===== config.mk =====
export PLATFORM = sky130hd
export DESIGN_NAME = rede_in_feed
export DESIGN_NICKNAME = d
export VERILOG_FILES = /design/src/rtl/rede_in_feed.sv
export SDC_FILE = /design/constraint.sdc
export NUM_CORES = 1
export LEC_CHECK = 0
export CORE_UTILIZATION = 44
export CTS_CLUSTER_DIAMETER = 60
export DETAILED_ROUTE_END_ITERATION = 16
export PLACE_DENSITY = 0.7
export SLEW_MARGIN = 10
export SYNTH_ARGS = -nofsm -noshare
export SYNTH_HDL_FRONTEND = slang
export SYNTH_SLANG_ARGS = --single-unit
export TNS_END_PERCENT = 1

===== constraint.sdc =====
create_clock -name clk -period 10.9 [get_ports clk]
set_clock_uncertainty 0.15 [all_clocks]
set_input_delay 2.725 -clock clk [delete_from_list [all_inputs] [get_ports clk]]
set_output_delay 2.725 -clock clk [all_outputs]
set_load 0.005 [all_outputs]

===== src/rtl/rede_in_feed.sv =====
// rede_in_feed: input staging buffer in front of the rede network wrapper.
// A producer pushes tagged samples into one FIFO per processor input channel.
// The wrapper's one-hot req_in strobe selects a channel: its head sample is
// presented on io_in and popped at the edge. Reading an empty channel shows
// the last value popped from that channel and raises a sticky underflow flag.
// A strobe with several bits set pops nothing and raises a sticky multi_req flag.
module rede_in_feed #(
   parameter int NUBITS = 31,
   parameter int NUIOIN = 4,
   parameter int FDEPTH = 8,
   parameter int CHW    = 2
) (
   input  logic                     clk,
   input  logic                     rst,
   input  logic signed [NUBITS-1:0] wr_data,
   input  logic        [CHW-1:0]    wr_ch,
   input  logic                     wr_valid,
   output logic                     wr_ready,
   input  logic        [NUIOIN-1:0] req_in,
   output logic signed [NUBITS-1:0] io_in,
   output logic        [NUIOIN-1:0] ch_empty,
   output logic        [NUIOIN-1:0] underflow,
   output logic                     multi_req,
   input  logic                     clr_err
);

   localparam int PW = $clog2(FDEPTH);
   localparam int CW = PW + 1;
   localparam int NTAG = 2 ** CHW;

   logic [NUIOIN-1:0]             full;
   logic [NTAG-1:0]               full_ext;
   logic [NUIOIN-1:0][NUBITS-1:0] head_data;
   logic [NUIOIN-1:0][NUBITS-1:0] hold_data;
   logic [NUIOIN-1:0]             req_m1;
   logic                          one_hot;
   logic                          multi;

   // Exactly one bit set: non-zero, and clearing the lowest set bit leaves zero.
   assign req_m1  = req_in - NUIOIN'(1);
   assign one_hot = (req_in != '0) && ((req_in & req_m1) == '0);
   assign multi   = (req_in & req_m1) != '0;

   // Tag values with no channel behind them read as permanently full,
   // which holds wr_ready low for them.
   for (genvar i = 0; i < NTAG; i++) begin : g_full
      if (i < NUIOIN) begin : g_real
         assign full_ext[i] = full[i];
      end else begin : g_pad
         assign full_ext[i] = 1'b1;
      end
   end

   // Back-pressure comes from registered counts only, so a pop in the same
   // cycle never frees space for a write to a full channel.
   assign wr_ready = ~full_ext[wr_ch];

   for (genvar k = 0; k < NUIOIN; k++) begin : g_ch
      logic [NUBITS-1:0] mem [FDEPTH];
      logic [PW-1:0]     head;
      logic [PW-1:0]     tail;
      logic [CW-1:0]     count;
      logic [NUBITS-1:0] hold;
      logic              uf;
      logic              rd_sel;
      logic              push;
      logic              pop;

      assign rd_sel = one_hot & req_in[k];
      assign push   = wr_valid & wr_ready & (wr_ch == CHW'(k));
      // A write to an empty channel is not visible to a pop in the same cycle.
      assign pop    = rd_sel & (count != '0);

      assign full[k]      = (count == CW'(FDEPTH));
      assign ch_empty[k]  = (count == '0);
      assign head_data[k] = mem[head];
      assign hold_data[k] = hold;
      assign underflow[k] = uf;

      // Sample storage written at the tail on an accepted push.
      // NOTE: the RAM has no reset; its contents are unreachable until written,
      // and leaving it out of the reset lets it map onto plain memory.
      always_ff @(posedge clk) begin
         if (push) mem[tail] <= wr_data;
      end

      // Pointers, count, hold register and sticky underflow for this channel.
      // NOTE: every register uses non-blocking assignment so all channels see
      // pre-edge values of each other and of the shared strobe decode.
      always_ff @(posedge clk or negedge rst) begin
         if (!rst) begin
            head  <= '0;
            tail  <= '0;
            count <= '0;
            hold  <= '0;
            uf    <= 1'b0;
         end else begin
            if (push) tail <= tail + PW'(1);
            if (pop) begin
               head <= head + PW'(1);
               hold <= mem[head];
            end
            case ({push, pop})
               2'b10:   count <= count + CW'(1);
               2'b01:   count <= count - CW'(1);
               default: count <= count;
            endcase
            // Set wins over clear when both happen in one cycle.
            if (rd_sel && (count == '0)) uf <= 1'b1;
            else if (clr_err)            uf <= 1'b0;
         end
      end
   end

   // Sticky flag for strobes naming more than one channel.
   always_ff @(posedge clk or negedge rst) begin
      if (!rst)         multi_req <= 1'b0;
      else if (multi)   multi_req <= 1'b1;
      else if (clr_err) multi_req <= 1'b0;
   end

   // Present the selected head, or the hold register when that channel is empty.
   // NOTE: io_in gets a default before any branch so no latch is inferred.
   always_comb begin
      io_in = '0;
      if (one_hot) begin
         for (int k = 0; k < NUIOIN; k++) begin
            if (req_in[k]) io_in = ch_empty[k] ? hold_data[k] : head_data[k];
         end
      end
   end

endmodule


Word level (Yosys, flattened, before mapping). Memories as Yosys holds them, arrays and structs flattened. Cells that the tools add are included.

Flip-flop bits (word level): 169. RAM bits: 992. Bits of input ports: 41. Output and inout port bits: 41. Logic and storage cells: 128. Memories: 4.

Memory list: g_ch[0].mem (words 8, bits a word 31, read ports 1, clocked after memory_dff 0, wr ports 1, RTL line 59) `logic [NUBITS-1:0] mem [FDEPTH];`; g_ch[1].mem (words 8, bits a word 31, read ports 1, clocked after memory_dff 0, wr ports 1, RTL line 59); g_ch[2].mem (words 8, bits a word 31, read ports 1, clocked after memory_dff 0, wr ports 1, RTL line 59); g_ch[3].mem (words 8, bits a word 31, read ports 1, clocked after memory_dff 0, wr ports 1, RTL line 59).

Add/subtract/negate cells: 17. $lt $le $gt $ge: 1. Equal/unequal tests: 15. Mux-type cells: 29. Bitwise logic cells: 15. Reductions and logical operators: 26.

Operator list (count): $mux 31 (9); $pmux 4 s2 (4); $add 3x1->3 const B (8); $reduce_bool 4->1 (6); $logic_not 4->1 (5); $sub 4x1->4 const B (5); $reduce_bool 2->1 (9); $add 4x1->4 const B (4); $eq 4x4->1 const B (4); $mux 1 (15); $and 1x1->1 (13); $eq 2x2->1 const B (6); $eq 2x1->1 const B (5); $logic_and 1x1->1 (5); $and 4x4->4 (1); $lt 2x3->1 const B (1); $bmux 1 s2 (1); $logic_not 2->1 (1); $not 1->1 (1).

Depth between registers and ports, before layout. Gate-level depths: netlist of the first run.

Depth after elaboration: 8. Gate-level depth with buffers: 14. Mapped depth without buffers: 11.

Worst setup path after synthesis of the first run. OpenSTA, ideal clock, no wires.

Path type: input -> output. Start: in req_in[1]. End: out io_in[20]. Arrival time: 4.133 ns. Data required time: 8.025 ns. Setup slack: 3.892 ns. Stages: 6. Buffers on the path: 2. Cell sequence: buf_2 > or4b_4 > o311ai_4 > buf_4 > o221ai_1 > nor3_1.

Word-level cells in the longest chain between the ends: 5.

RTL lines: start, declared (RTL line 19) `input logic [NUIOIN-1:0] req_in,`; $sub 4x1->4 (RTL line 40) `assign req_m1 = req_in - NUIOIN'(1);`; $and 4x4->4 (RTL line 41) `assign one_hot = (req_in != '0) && ((req_in & req_m1) == '0);`; $logic_not 4->1 (RTL line 41); $logic_and 1x1->1 (RTL line 41); $mux 31 (*) (RTL line 126) `if (one_hot) begin`; end, declared (RTL line 20) `output logic signed [NUBITS-1:0] io_in,`.

Mark *: on every way between the ends. The rest lies on a longest branch, timed or not.

Worst setup path in the final report of the first run.
Start: in req_in[1]. End: out io_in[0].

Same word-level chain as after synthesis.

==> results.cfg, run 1 <==
[status]
run_status = complete, no violations

[floorplanning]
fp.dieArea_um2 = 106000
fp.dieH_um = 326
die_width_um = 326
floorplan.initialDensity_pct = 44.6
num_rows = 118
pin_count = 82
fp.coreArea_um2 = 104000

[cells_and_area]
sequential_cell_area_um2 = 34000
syn_to_final_growth_pct = 13.1
fillCellCount = 8088
final_net_count = 2688
layout-drive-gt1-share_pct = 19.6
final_util_pct = 50.4
area_used_by_multi_input_combinational_logic_um2 = 11500

[placement]
number_of_port_buffers = 81
finalWeightedCongestion = 0.890
detailedPlacementHpwl_um = 63500

[detailed_routing]
num_vias = 24000
route.antenna.remaining_nets = 0
drt-pass1-iter-count = 6
drt-vias-per-instance = 5.86
drt_iter0_drc = 2577
finalWirelength_um = 108000
wl_per_cell_um = 26.3
drc = 0

[power_and_ir_drop]
share_seq_of_total_power_pct = 44.5
power.density_nw_per_um2 = 246
clock_power_share_pct = 29.8
comb_power_share_pct = 25.7
worst_ir_drop_vdd_mv = 0.240
net-switching-power_mw = 3.97
p_leak_nw = 17.3
sw_frac_of_total_pct = 30.9
design_internal_power_mw = 8.89

[critical_path]
worst-path-max-fanout = 38
end_kind = output port
critPathCapture = io_in[0]
critical_path.startpoint_type = primary input
setup.worst_path.class = primary input to output port
critPathArrivalTime_ns = 6.21
worst-endpoint-required_ns = 8.03
timing.reg2reg.worst_path_depth = 11
worstReg2RegStart = g_ch[3].count[1]$_DFFE_PN0P_
worstSetupStartpoint = req_in[1]
rr_endpoint = g_ch[3].count[2]$_DFFE_PN0P_
setup.reg_to_reg.worst_slack_ns = 6.84

[clock_tree]
clkSinkCount = 1161
clk_pin_slew_ns = 0.06
clock_tree.buffer_depth = 3
cts.repair_timing.setup_buffer_count = 0
tritoncts.num_buffers = 108
ctsHoldBuffers = 0
cts_root_buffer = sky130_fd_sc_hd__clkbuf_16
post_cts_resize_count = 0
htree_num_levels = 3
tritoncts = done
clock_insertion_delay_worst_skew_ns = 0.67

[sta]
hold_violations = 0
worst-slew-pin-transition_ns = 1.30
final_period_minus_worst_setup_slack_ns = 9.08
grt_setup_unrepaired = no
setup-tns-final_ns = 0
maxSlewViolCount = 0
final_min_period_over_clock_period_pct = 83.3
final-setup-viol-count = 0
max-slew-margin-rel_pct = 13.1
max_freq_mhz = 110

[yosys]
synth.net_count = 2581
syn_area_um2 = 46200
synthesis.area_per_instance_um2 = 18.4
cell_count_after_synthesis = 2520
netlist-cell-type-count = 55
synth-seq-area-share_pct = 73.6
synth_top_flop_cell = sky130_fd_sc_hd__edfxtp_1
yosys_warnings = 0
synth-edff-count = 992
post_synthesis_sequential_element_count = 1161
synth_async_sr_flop_share_pct = 14.6

[global_routing]
maximum_number_of_pins_on_one_net_before_global_route_repair = 104
grt_first_pass_wirelength_um = 159000
grt_overflow_total = 0
grt_usage_pct = 20.3
antenna_violations_before_repair = 11
grt_pass1_vias = 24400

[hold_path]
min-delay-path-class = flop to flop

[run]
maxCapViolations = 0
power groups by stage:
stage               logic (mW)  registers (mW)  clock network, mW
floorplan                 2.43            5.56                  0
global placement          3.22            5.78                  0
detailed placement        3.30            5.82                  0
CTS                       3.31            5.73               3.88
global route              3.53            5.79               4.03
finish                    3.31            5.73               3.83
cells in the mapped netlist, types with 2 or more instances:
master	n	area, µm²
sky130_fd_sc_hd__and4b_1	2	20.0
sky130_fd_sc_hd__inv_1	22	82.6
sky130_fd_sc_hd__edfxtp_1	992	29800
sky130_fd_sc_hd__nand3_1	4	20.0
sky130_fd_sc_hd__buf_2	45	225
sky130_fd_sc_hd__clkinv_1	2	7.51
sky130_fd_sc_hd__mux4_2	186	4190
sky130_fd_sc_hd__nand2b_1	10	62.6
sky130_fd_sc_hd__o211ai_1	4	30.0
sky130_fd_sc_hd__o221ai_1	30	263
sky130_fd_sc_hd__xnor2_1	22	193
sky130_fd_sc_hd__buf_6	20	225
sky130_fd_sc_hd__xor2_1	15	131
sky130_fd_sc_hd__nor3b_1	8	60.1
sky130_fd_sc_hd__nor2_1	56	210
sky130_fd_sc_hd__mux2_1	26	293
sky130_fd_sc_hd__nor2b_1	36	225
sky130_fd_sc_hd__o21ai_1	27	135
sky130_fd_sc_hd__ha_1	20	250
sky130_fd_sc_hd__nand2_1	205	769
sky130_fd_sc_hd__a22oi_1	28	210
sky130_fd_sc_hd__o31ai_1	5	37.5
sky130_fd_sc_hd__a2111oi_2	30	450
sky130_fd_sc_hd__or4_4	2	22.5
sky130_fd_sc_hd__mux2i_1	186	1860
sky130_fd_sc_hd__nor4_1	3	18.8
sky130_fd_sc_hd__mux2_2	15	169
sky130_fd_sc_hd__clkbuf_1	57	214
sky130_fd_sc_hd__buf_1	6	22.5
sky130_fd_sc_hd__o22ai_1	37	231
sky130_fd_sc_hd__nor3_1	43	215
sky130_fd_sc_hd__o21a_1	28	210
sky130_fd_sc_hd__a21oi_1	38	190
sky130_fd_sc_hd__dfrtp_1	169	4230
sky130_fd_sc_hd__buf_4	22	165
sky130_fd_sc_hd__a221oi_1	33	289
sky130_fd_sc_hd__o21ai_0	68	340
state kept, by name, indices dropped and copies added (netlist names):
| name | flops |
|---|---|
| g_ch.tail | 12 |
| g_ch.count | 16 |
| g_ch.mem | 992 |
| g_ch.head | 12 |
| g_ch.hold | 124 |
| multi_req | 1 |
| g_ch.uf | 4 |
critical path, cell delays in order:
cell and delay (ns):
sky130_fd_sc_hd__clkdlybuf4s50_1 0.47, sky130_fd_sc_hd__buf_4 0.38, sky130_fd_sc_hd__or4b_1 0.59, sky130_fd_sc_hd__o311ai_4 0.10
sky130_fd_sc_hd__buf_4 0.44, sky130_fd_sc_hd__o221ai_1 0.21, sky130_fd_sc_hd__nor3_1 0.61, sky130_fd_sc_hd__clkdlybuf4s50_1 0.64
final cells by class:
cell class / count / area share [%]
Sequential cell: 1161 / 65.1
Tap cell: 1380 / 3.30
Antenna cell: 2 / 0.00957
Clock buffer: 140 / 5.70
Timing Repair Buffer: 147 / 2.43
Clock inverter: 62 / 1.28
Inverter: 26 / 0.191
Multi-Input combinational cell: 1183 / 22.0
kinds of logic (layout without fill, tap and decap cells):
group           Yosys count  in the layout  share of synthesized area [%]
compound gates          333            333                           5.29
simple gates            380            380                           3.76
fa+ha+maj                20             20                          0.541
mux                     413            413                           14.1
xor+xnor                 37             37                          0.701
buf+inv                 176            375                           2.06
other cells               0              2                              0
flops                  1161           1161                           73.6
cells in the final DEF (no fill, tap or decap), types with 30 or more instances in the layout:
cell,netlist,routed
sky130_fd_sc_hd__a2111oi_2,30,30
sky130_fd_sc_hd__a21oi_1,38,38
sky130_fd_sc_hd__a221oi_1,33,33
sky130_fd_sc_hd__buf_4,22,66
sky130_fd_sc_hd__clkbuf_16,0,112
sky130_fd_sc_hd__clkdlybuf4s50_1,0,72
sky130_fd_sc_hd__dfrtp_1,169,158
sky130_fd_sc_hd__edfxtp_1,992,992
sky130_fd_sc_hd__mux2i_1,186,186
sky130_fd_sc_hd__mux4_2,186,186
sky130_fd_sc_hd__nand2_1,205,205
sky130_fd_sc_hd__nor2_1,56,41
sky130_fd_sc_hd__nor2b_1,36,34
sky130_fd_sc_hd__nor3_1,43,33
sky130_fd_sc_hd__o21ai_0,68,68
sky130_fd_sc_hd__o221ai_1,30,30
sky130_fd_sc_hd__o22ai_1,37,37
routing by layer:
layer  GRT usage [%]  up-vias  routed length [µm]
met4            6.36       20                2920
met1            27.1    12500               43600
met5               0        -                 112
li1                -    10300                   -
met2            33.7     1021               53200
met3            3.65      196                8040
how the worst min path moves through the flow:
stage | cells after the start | from | end | slack (ns)
2_1_floorplan | 2 | g_ch[1].hold[0]$_DFFE_PN0P_ | g_ch[1].hold[0]$_DFFE_PN0P_ | 0.29
3_5_place_dp | 2 | g_ch[2].hold[0]$_DFFE_PN0P_ | g_ch[2].hold[0]$_DFFE_PN0P_ | 0.31
4_1_cts | 2 | g_ch[1].hold[30]$_DFFE_PN0P_ | g_ch[1].hold[30]$_DFFE_PN0P_ | 0.33
5_1_grt | 2 | g_ch[1].hold[19]$_DFFE_PN0P_ | g_ch[1].hold[19]$_DFFE_PN0P_ | 0.36
3_3_place_gp | 2 | g_ch[1].hold[29]$_DFFE_PN0P_ | g_ch[1].hold[29]$_DFFE_PN0P_ | 0.31
6_report | 2 | g_ch[1].hold[16]$_DFFE_PN0P_ | g_ch[1].hold[16]$_DFFE_PN0P_ | 0.33
metrics by stage:
step | std cells | hold slack (ns) | worst slack, ns | power, mW | area [µm²]
finish | 4101 | 0.331 | 1.82 | 12.9 | 52300
global route | 4099 | 0.357 | 1.77 | 13.4 | 52300
CTS | 4099 | 0.331 | 1.91 | 12.9 | 52300
detailed placement | 3897 | 0.314 | 1.92 | 9.11 | 48700
global placement | 3897 | 0.306 | 1.93 | 9.00 | 48700
floorplan | 2520 | 0.295 | 3.89 | 7.98 | 46200
(Power assumes the default switching activity.)
==> run 2, diff against run 1 <==
==> constraint.sdc (replaced) <==
create_clock -name clk -period 9.3 [get_ports clk]
set_clock_uncertainty 0.15 [all_clocks]
set_input_delay 2.325 -clock clk [delete_from_list [all_inputs] [get_ports clk]]
set_output_delay 2.325 -clock clk [all_outputs]
set_load 0.005 [all_outputs]
==> results.cfg, run 2 (same netlist as run 1, synthesis figures left out) <==
[status]
run_status = complete, no violations

[critical_path]
end_kind = output port
critical_path.startpoint_type = primary input
worst-endpoint-required_ns = 6.83
setup.worst_path.class = primary input to output port
timing.reg2reg.worst_path_depth = 11
worst-path-max-fanout = 36
critPathArrivalTime_ns = 5.99

[detailed_routing]
route.antenna.remaining_nets = 0
drc = 0
drt_iter0_drc = 2479
drt-vias-per-instance = 5.83
finalWirelength_um = 107000
num_vias = 23900
wl_per_cell_um = 26.0
drt-pass1-iter-count = 6

[cells_and_area]
final_cell_mix = sky130_fd_sc_hd__edfxtp_1, sky130_fd_sc_hd__nand2_1, sky130_fd_sc_hd__mux2i_1, sky130_fd_sc_hd__mux4_2, sky130_fd_sc_hd__dfrtp_1
leading_registers_by_flop_count = g_ch.mem (992), g_ch.hold (124), g_ch.count (16)
layout-drive-gt1-share_pct = 19.7
max_flop_register = g_ch.mem
final_net_count = 2690
mostFrequentLayoutCell = sky130_fd_sc_hd__edfxtp_1
syn_to_final_growth_pct = 13.1
final_util_pct = 50.4
largest_register_ffs = 992

[clock_tree]
tritoncts.num_buffers = 107
clkSinkCount = 1161
htree_num_levels = 3
tritoncts = done
cts_root_buffer = sky130_fd_sc_hd__clkbuf_16
post_cts_resize_count = 0
clock_insertion_delay_worst_skew_ns = 0.69
ctsHoldBuffers = 0
cts.repair_timing.setup_buffer_count = 0
clock_tree.buffer_depth = 3
clk_pin_slew_ns = 0.06

[floorplanning]
fp.dieH_um = 326
fp.coreArea_um2 = 104000
floorplan.initialDensity_pct = 44.6
die_width_um = 326
pin_count = 82
fp.dieArea_um2 = 106000
num_rows = 118

[global_routing]
maximum_number_of_pins_on_one_net_before_global_route_repair = 67
grt_overflow_total = 0
grt_pass1_vias = 24400
grt_usage_pct = 20.1
grt_first_pass_wirelength_um = 158000
antenna_violations_before_repair = 9

[sta]
final-setup-viol-count = 0
setup-tns-final_ns = 0
max-slew-margin-rel_pct = 12.6
maxSlewViolCount = 0
worst-slew-pin-transition_ns = 1.31
final_min_period_over_clock_period_pct = 91.0
max_freq_mhz = 118
final_period_minus_worst_setup_slack_ns = 8.47
hold_violations = 0
grt_setup_unrepaired = no

[power_and_ir_drop]
p_leak_nw = 17.3
power.density_nw_per_um2 = 288
worst_ir_drop_vdd_mv = 0.220

[hold_path]
hold_depth = 2
min-delay-path-class = flop to flop

[placement]
finalWeightedCongestion = 0.877
number_of_port_buffers = 81
detailedPlacementHpwl_um = 63500

[run]
maxCapViolations = 0
[run 2: cell count changes in the layout (fill, tap and decap cells not counted), moves of 2 or more]
cell | before | now
sky130_fd_sc_hd__clkinv_2 | 16 | 22
sky130_fd_sc_hd__clkbuf_1 | 21 | 16
sky130_fd_sc_hd__clkbuf_16 | 112 | 108
sky130_fd_sc_hd__clkinv_4 | 8 | 4
sky130_fd_sc_hd__buf_4 | 66 | 69
sky130_fd_sc_hd__bufinv_16 | 11 | 14
sky130_fd_sc_hd__clkbuf_8 | 8 | 6
sky130_fd_sc_hd__clkinv_1 | 17 | 19
sky130_fd_sc_hd__clkinv_8 | 1 | 3
sky130_fd_sc_hd__inv_8 | 2 | 0
[run 2: final timing paths]
path	from	endpoint	slack, ns
setup / recovery	req_in[1]	io_in[0]	0.83
hold / removal	g_ch[1].hold[29]$_DFFE_PN0P_	g_ch[1].hold[29]$_DFFE_PN0P_	0.33
setup reg to reg	g_ch[2].count[0]$_DFFE_PN0P_	g_ch[2].count[2]$_DFFE_PN0P_	5.15
hold reg to reg	g_ch[1].hold[29]$_DFFE_PN0P_	g_ch[1].hold[29]$_DFFE_PN0P_	0.33
max in group asynchronous	rst	g_ch[2].head[1]$_DFFE_PN0P_	6.20
min in group asynchronous	rst	g_ch[1].tail[0]$_DFFE_PN0P_	1.44
[run 2: cell type report]
type	instances	area, µm²
Fill cell	8106	51500
Antenna cell	2	5.00
Multi-Input combinational cell	1183	11500
Clock buffer	129	2830
Timing Repair Buffer	150	1290
Clock inverter	72	831
Tap cell	1380	1730
Sequential cell	1161	34000
Inverter	26	100
[run 2: worst max-delay path, stage by stage]
cell and delay (ns):
sky130_fd_sc_hd__clkdlybuf4s50_1 0.53, sky130_fd_sc_hd__buf_4 0.40, sky130_fd_sc_hd__or4b_1 0.58, sky130_fd_sc_hd__o311ai_4 0.22, sky130_fd_sc_hd__buf_4 0.41, sky130_fd_sc_hd__o221ai_1 0.18, sky130_fd_sc_hd__nor3_1 0.67, sky130_fd_sc_hd__clkdlybuf4s50_1 0.65
[run 2: power by group]
part / internal (mW) / switching (mW) / total (mW)
clock network: 2.58 / 1.92 / 4.50
registers: 6.19 / 0.549 / 6.74
logic: 1.65 / 2.16 / 3.81
total: 10.4 / 4.63 / 15.0
[run 2: layer usage]
metal	GRT usage [%]	share of wire, %	up-vias
met3	4.24	7.0	183
met1	26.8	41	12600
met5	0	0.096	-
met2	33.5	50	860
met4	5.65	2.6	18
li1	-	-	10300
[run 2: through the flow]
step	hold WS, ns	cell area [µm²]	power (mW)	setup WS, ns	instances
global route	0.347	52300	15.7	0.827	4101
finish	0.329	52300	15.0	0.834	4103
detailed placement	0.315	48700	10.7	0.938	3900
floorplan	0.295	46200	9.36	2.79	2520
CTS	0.329	52400	15.1	0.928	4101
global placement	0.308	48700	10.5	0.990	3900
